**src/rtl/cpu_types_pkg.sv**
```systemverilog
// Shared CPU pipeline types: stage payloads and the write-back FSM encoding.
package cpu_types_pkg;

  localparam int XLEN = 32;

  typedef struct packed {
    logic            valid;
    logic            reg_wen;
    logic [4:0]      rd_addr;
    logic [XLEN-1:0] pc_target;
    logic [XLEN-1:0] wb_data;
  } lsu_wb_t;

  typedef struct packed {
    logic            valid;
    logic [XLEN-1:0] pc;
  } wb_if_t;

  typedef enum logic [1:0] {
    S_IDLE     = 2'd0,
    S_COMMIT   = 2'd1,
    S_REDIRECT = 2'd2
  } wbu_state_e;

endpackage

```
**src/rtl/stage_if.sv**
```systemverilog
// Generic valid/ready handshake between pipeline stages, typed by its payload.
interface stage_if #(
  parameter type payload_t = logic
) ();

  logic     valid;
  logic     ready;
  payload_t payload;

  modport master (output valid, output payload, input ready);
  modport slave  (input valid, input payload, output ready);

endinterface

```
**src/rtl/wbu_retire_counter.sv**
```systemverilog
// Free-running event counter with async reset; wraps modulo 2^CNT_W.
module retire_counter #(
  parameter int CNT_W = 64
) (
  input  logic             clk,
  input  logic             rst_n,
  input  logic             inc,
  output logic [CNT_W-1:0] cnt
);

  always_ff @(posedge clk or negedge rst_n) begin
    if (!rst_n) begin
      cnt <= '0;
    end else if (inc) begin
      cnt <= cnt + CNT_W'(1);
    end
  end

endmodule

```
**src/rtl/wbu.sv**
```systemverilog
// Write-back unit: retires one instruction at a time, writes the register file
// and redirects fetch to the next PC. Outputs decode from state and registers only.
module wbu
  import cpu_types_pkg::*;
#(
  parameter int XLEN  = cpu_types_pkg::XLEN,
  parameter int CNT_W = 64
) (
  input  logic             clk,
  input  logic             rst_n,
  stage_if.slave           wbu_in,
  stage_if.master          wbu_out,
  output logic             rf_wen,
  output logic [4:0]       rf_waddr,
  output logic [XLEN-1:0]  rf_wdata,
  output logic             commit_valid,
  output logic [XLEN-1:0]  commit_npc,
  output logic [CNT_W-1:0] commit_cnt
);

  wbu_state_e      state, state_nxt;
  lsu_wb_t         in_pl;
  wb_if_t          out_pl;
  logic            accept;
  logic            retire;

  logic            pl_reg_valid;
  logic            pl_reg_wen;
  logic [4:0]      pl_reg_rd_addr;
  logic [XLEN-1:0] pl_reg_pc_target;
  logic [XLEN-1:0] pl_reg_wb_data;

  assign in_pl  = wbu_in.payload;
  assign accept = (state == S_IDLE) && wbu_in.valid;
  assign retire = (state == S_COMMIT) && pl_reg_valid;

  always_ff @(posedge clk or negedge rst_n) begin
    if (!rst_n) begin
      state        <= S_IDLE;
      pl_reg_valid <= 1'b0;
    end else begin
      state <= state_nxt;
      if (accept) begin
        pl_reg_valid <= in_pl.valid;
      end
    end
  end

  // Payload data needs no reset: it is only observed once pl_reg_valid qualifies it.
  always_ff @(posedge clk) begin
    if (accept) begin
      pl_reg_wen       <= in_pl.reg_wen;
      pl_reg_rd_addr   <= in_pl.rd_addr;
      pl_reg_pc_target <= in_pl.pc_target;
      pl_reg_wb_data   <= in_pl.wb_data;
    end
  end

  always_comb begin
    state_nxt = state;
    case (state)
      S_IDLE:     if (wbu_in.valid) state_nxt = S_COMMIT;
      S_COMMIT:   state_nxt = pl_reg_valid ? S_REDIRECT : S_IDLE;
      S_REDIRECT: if (wbu_out.ready) state_nxt = S_IDLE;
      default:    state_nxt = S_IDLE;
    endcase
  end

  assign wbu_in.ready = (state == S_IDLE);

  assign rf_wen       = retire && pl_reg_wen && (pl_reg_rd_addr != 5'd0);
  assign rf_waddr     = pl_reg_rd_addr;
  assign rf_wdata     = pl_reg_wb_data;
  assign commit_valid = retire;
  assign commit_npc   = pl_reg_pc_target;

  assign out_pl.valid    = 1'b1;
  assign out_pl.pc       = pl_reg_pc_target;
  assign wbu_out.valid   = (state == S_REDIRECT);
  assign wbu_out.payload = out_pl;

  retire_counter #(
    .CNT_W (CNT_W)
  ) u_retire_counter (
    .clk   (clk),
    .rst_n (rst_n),
    .inc   (retire),
    .cnt   (commit_cnt)
  );

endmodule

```
**src/flat_wrapper.sv**
```systemverilog
// flat-port wrapper written by rule: the top's interface ports become plain ports
module wbu_flat import cpu_types_pkg::*;
#(
  parameter int XLEN  = cpu_types_pkg::XLEN,
  parameter int CNT_W = 64
)
  (clk, rst_n, rf_wen, rf_waddr, rf_wdata, commit_valid, commit_npc, commit_cnt, wbu_in_valid, wbu_in_payload, wbu_in_ready, wbu_out_valid, wbu_out_payload, wbu_out_ready);
  stage_if #(.payload_t(lsu_wb_t)) wbu_in_i ();
  stage_if #(.payload_t(wb_if_t)) wbu_out_i ();
  input  logic clk;
  input  logic rst_n;
  output logic rf_wen;
  output logic [4:0] rf_waddr;
  output logic [XLEN-1:0] rf_wdata;
  output logic commit_valid;
  output logic [XLEN-1:0] commit_npc;
  output logic [CNT_W-1:0] commit_cnt;
  input wire logic [$bits(wbu_in_i.valid)-1:0] wbu_in_valid;
  input wire logic [$bits(wbu_in_i.payload)-1:0] wbu_in_payload;
  output wire logic [$bits(wbu_in_i.ready)-1:0] wbu_in_ready;
  output wire logic [$bits(wbu_out_i.valid)-1:0] wbu_out_valid;
  output wire logic [$bits(wbu_out_i.payload)-1:0] wbu_out_payload;
  input wire logic [$bits(wbu_out_i.ready)-1:0] wbu_out_ready;
  assign wbu_in_i.valid = wbu_in_valid;
  assign wbu_in_i.payload = wbu_in_payload;
  assign wbu_in_ready = wbu_in_i.ready;
  assign wbu_out_valid = wbu_out_i.valid;
  assign wbu_out_payload = wbu_out_i.payload;
  assign wbu_out_i.ready = wbu_out_ready;
  wbu #(.XLEN(XLEN), .CNT_W(CNT_W)) u_core (.clk(clk), .rst_n(rst_n), .wbu_in(wbu_in_i), .wbu_out(wbu_out_i), .rf_wen(rf_wen), .rf_waddr(rf_waddr), .rf_wdata(rf_wdata), .commit_valid(commit_valid), .commit_npc(commit_npc), .commit_cnt(commit_cnt));
endmodule
```
**config.mk**
```make
export PLATFORM = sky130hd
export DESIGN_NAME = wbu_flat
export DESIGN_NICKNAME = d
export VERILOG_FILES = /design/src/rtl/cpu_types_pkg.sv /design/src/rtl/stage_if.sv /design/src/rtl/wbu_retire_counter.sv /design/src/rtl/wbu.sv /design/src/flat_wrapper.sv
export SDC_FILE = /design/constraint.sdc
export NUM_CORES = 1
export LEC_CHECK = 0
export ABC_AREA = 1
export BUFFER_PORTS_ARGS = -buffer_cell sky130_fd_sc_hd__clkbuf_2
export CORE_ASPECT_RATIO = 0.5
export CORE_UTILIZATION = 35
export CTS_CLUSTER_DIAMETER = 150
export DETAILED_ROUTE_END_ITERATION = 10
export HOLD_SLACK_MARGIN = 0.1
export PLACE_DENSITY = 0.69
export SYNTH_ARGS = -nofsm -noshare
export SYNTH_HDL_FRONTEND = slang
export SYNTH_HIERARCHICAL = 1
export SYNTH_SLANG_ARGS = --single-unit
```
**constraint.sdc**
```tcl
create_clock -name clk -period 6.6 [get_ports clk]
set_input_delay 0.66 -clock clk [delete_from_list [all_inputs] [get_ports clk]]
set_output_delay 0.66 -clock clk [all_outputs]
set_load 0.05 [all_outputs]
```
==> reports/qor.csv <==
stage,metric,value,unit
route,antenna_left,0,
route,viasPerCell,4.677,
cts,cts_tree,done,
synth,ys_seq_area_share,60.05,%
sta,setup_viol,0,
outcome,status,finished clean,
placed_design,dp_hpwl,13820,um
finish,fin_nets,936,
sta,worst_hold_slack,418.0,ps
global_route,track_usage,19.02,%
global_route,grt_pass1_wl,26990,um
critical_path,path_max_fanout,12,
pwr,p_int,1.736,mW
sta,hold_viol,0,
cts,cts_root_buf,clkbuf_16,
global_route,use_met3,3.338,%
synth,yosys.area_share.simple,24.36,%
floorplanning,die_h,96.81,um
cts,cts-buffers-inserted,17,
synth,synth.area.mux_share,0,%
pwr,power,2.764,mW
floorplanning,io_pins,245,
route,drtIter0Drc,328,
critical_path,crit_required,5940,ps
synth,ys_ff_latch,137,
floorplanning,rows,34,
sta,finClkSkew,10.92,ps
route,drt_pass1_iterations,5,
finish,fillCellCount,1662,
finish,drive_gt1_share,35.51,%
floorplanning,design.core.area,17480,um2
finish,diodes,0,
critical_path,critPathKind,flop to output port,
floorplanning,start_util,35.99,%
pwr,p_sw,1.028,mW
worst_hold_path,hold_class,input port to flop,
floorplanning,dieArea,18550,um2
route,wl_per_cell,16.20,um
finish,area_growth,29.75,%
cts,postCtsSetupRepairBufs,0,
placed_design,numPortBuffers,243,
pwr,power_density,338.6,nW/um2
synth,ys_warn_count,6,
synth,yosysTopAreaCell,edfxtp_1,
route,drc,0,
global_route,grtUsageMet2,30.94,%
sta,drv_slew,0,
route,routed_wl,17930,um
pwr,pwr-share-comb,25.5,%
synth,syn_area_per_cell,9.988,um2
finish,final_cell_mix,"243 x clkbuf_2, 141 x nand2_1, 77 x inv_1",
pwr,peakVddDrop,0.2512,mV
global_route,use_met1,25.56,%
sta,fin_tns_setup,0,ps
synth,synth_top_family_by_area,simple AND/OR/NAND/NOR gates,
cts,cts.sinks,137,
critical_path,crit_arrival,1800,ps
synth,yosysTopAreaCellShare,33.41,%
run,maxCapViolCount,0,
global_route,grt_pass1_vias,4980,
pwr,clkPwrFrac,35.4,%
sta,finalCriticalPeriod,2463,ps
cts,ctsResizeCount,0,
sta,fmax,406.1,MHz
synth,synth_xor_area_share,6.264,%
floorplanning,die_x,191.6,um
cts,cts_hold_buf,0,
synth,synth.net_count,706,
synth,syn-cell-area,6292,um2
finish,final_common_cell,clkbuf_2,
pwr,pwr-share-seq,39.2,%
sta,max-slew-margin-rel,40.49,%
synth,ys_types,28,
sta,tightest_slew,892.7,ps
route,vias,5177,
cts,cts_buffer_depth,2,
cts,clock_latency,410,ps
global_route,grt-busiest-layer,met2,
cts,path_clk_slew,60,ps
synth,synth_compound_area_share,0.3977,%
synth,synth_fa_ha_area_share,0.1988,%
global_route,antenna_found_initial,0,
cts,htree_levels,4,
synth,syn_inst,630,
pwr,cellLeakagePower,3.967,nW
pwr,switching_share,37.19,%
placed_design,routabilityCongestion,0.9472,
global_route,overflow,0,
sta,timing.final.crit_share,37.31,%
critical_path,cp-start-kind,flop,
critical_path,worst_setup_path_end_kind,output port,
sta,rsz0062_at_grt,no,
global_route,grt_max_degree,71,
synth,yosys-top-cells-area,"edfxtp_1 33%, dfrtp_1 27%, nand2_1 8.4%",
layer usage:
layer / part of all wire (%) / up-vias
li1: - / 2458
met1: 45 / 2496
met2: 47 / 205
met3: 6.3 / 18
met4: 1.3 / 0
met5: 0 / -
final timing paths:
check	endpoint	slack, ps	from	depth (start not counted)
max	commit_valid	4140	u_core/state[1]	4
min	u_core/commit_npc[8]	420	wbu_in_payload[40]	1
max reg2reg	u_core/u_retire_counter/cnt[45]	4250	u_core/state[1]	12
min reg2reg	u_core/u_retire_counter/cnt[63]	520	u_core/u_retire_counter/cnt[63]	2
max in group asynchronous	u_core/u_retire_counter/cnt[26]	5560	rst_n	2
min in group asynchronous	u_core/u_retire_counter/cnt[51]	470	rst_n	2
flip-flops by register name, indices dropped and copies added (netlist names):
signal,count
u_core/u_retire_counter/cnt,64
u_core/rf_wdata,32
u_core/pl_reg_wen,1
u_core/state,2
u_core/rf_waddr,5
u_core/pl_reg_valid,1
u_core/commit_npc,32
synth_stat cells:
cell,number
nor2_2,14
nor3_1,10
xor2_1,25
nand2_2,10
edfxtp_1,70
o21ai_0,2
nand2_1,141
nor2_4,6
conb_1,1
and3_1,1
nand3_2,2
o21ai_1,3
xnor2_1,20
nand3b_1,5
ha_1,1
and2_1,3
inv_1,78
or2_2,1
nand3_1,35
nor3_4,1
dfrtp_1,67
buf_4,33
buf_2,1
nor2b_1,1
nand2_4,1
nand4_1,25
nor3b_1,2
nor2_1,71
area by class of cell:
type,count,area (um2),area share [%]
clock inverter,15,175.2,2.146
multi-input combinational,381,1968,24.11
tap,234,292.8,3.586
timing repair buffer,245,1231,15.08
clock buffer,17,425.4,5.211
sequential,137,3779,46.28
inverter,78,292.8,3.586
critical path, stage by stage, from the launching register on:
cell	delay (ps)
dfrtp_1	390
inv_1	90
nand3_1	90
inv_1	440
clkbuf_2	390
through the flow:
step / cell area (um2) / setup slack [ps] / std cells / utilization, %
after floorplan: 6292 / 3751 / 630 / -
after global placement: 7564 / 4493 / 1075 / 43.26
after detailed placement: 7564 / 4337 / 1075 / 43.26
after CTS: 8164 / 4164 / 1107 / 46.69
after global routing: 8164 / 4081 / 1107 / 46.69
final: 8164 / 4137 / 1107 / 46.69
kinds of logic after synthesis:
family	Yosys count
simple gates	329
flops	137
buf+inv	112
xor+xnor	45
compound gates	5
fa+ha+maj	1
other cells	1
power by group through the flow:
stage          Clock [mW]  Combinational [mW]  Sequential, mW
2_1_floorplan           0               0.275            1.39
4_1_cts             0.998               0.710            1.08
5_1_grt              1.03               0.733            1.10
3_3_place_gp            0               0.707            1.09
6_report            0.978               0.704            1.08
3_5_place_dp            0               0.708            1.10
(Power assumes the default switching activity.)
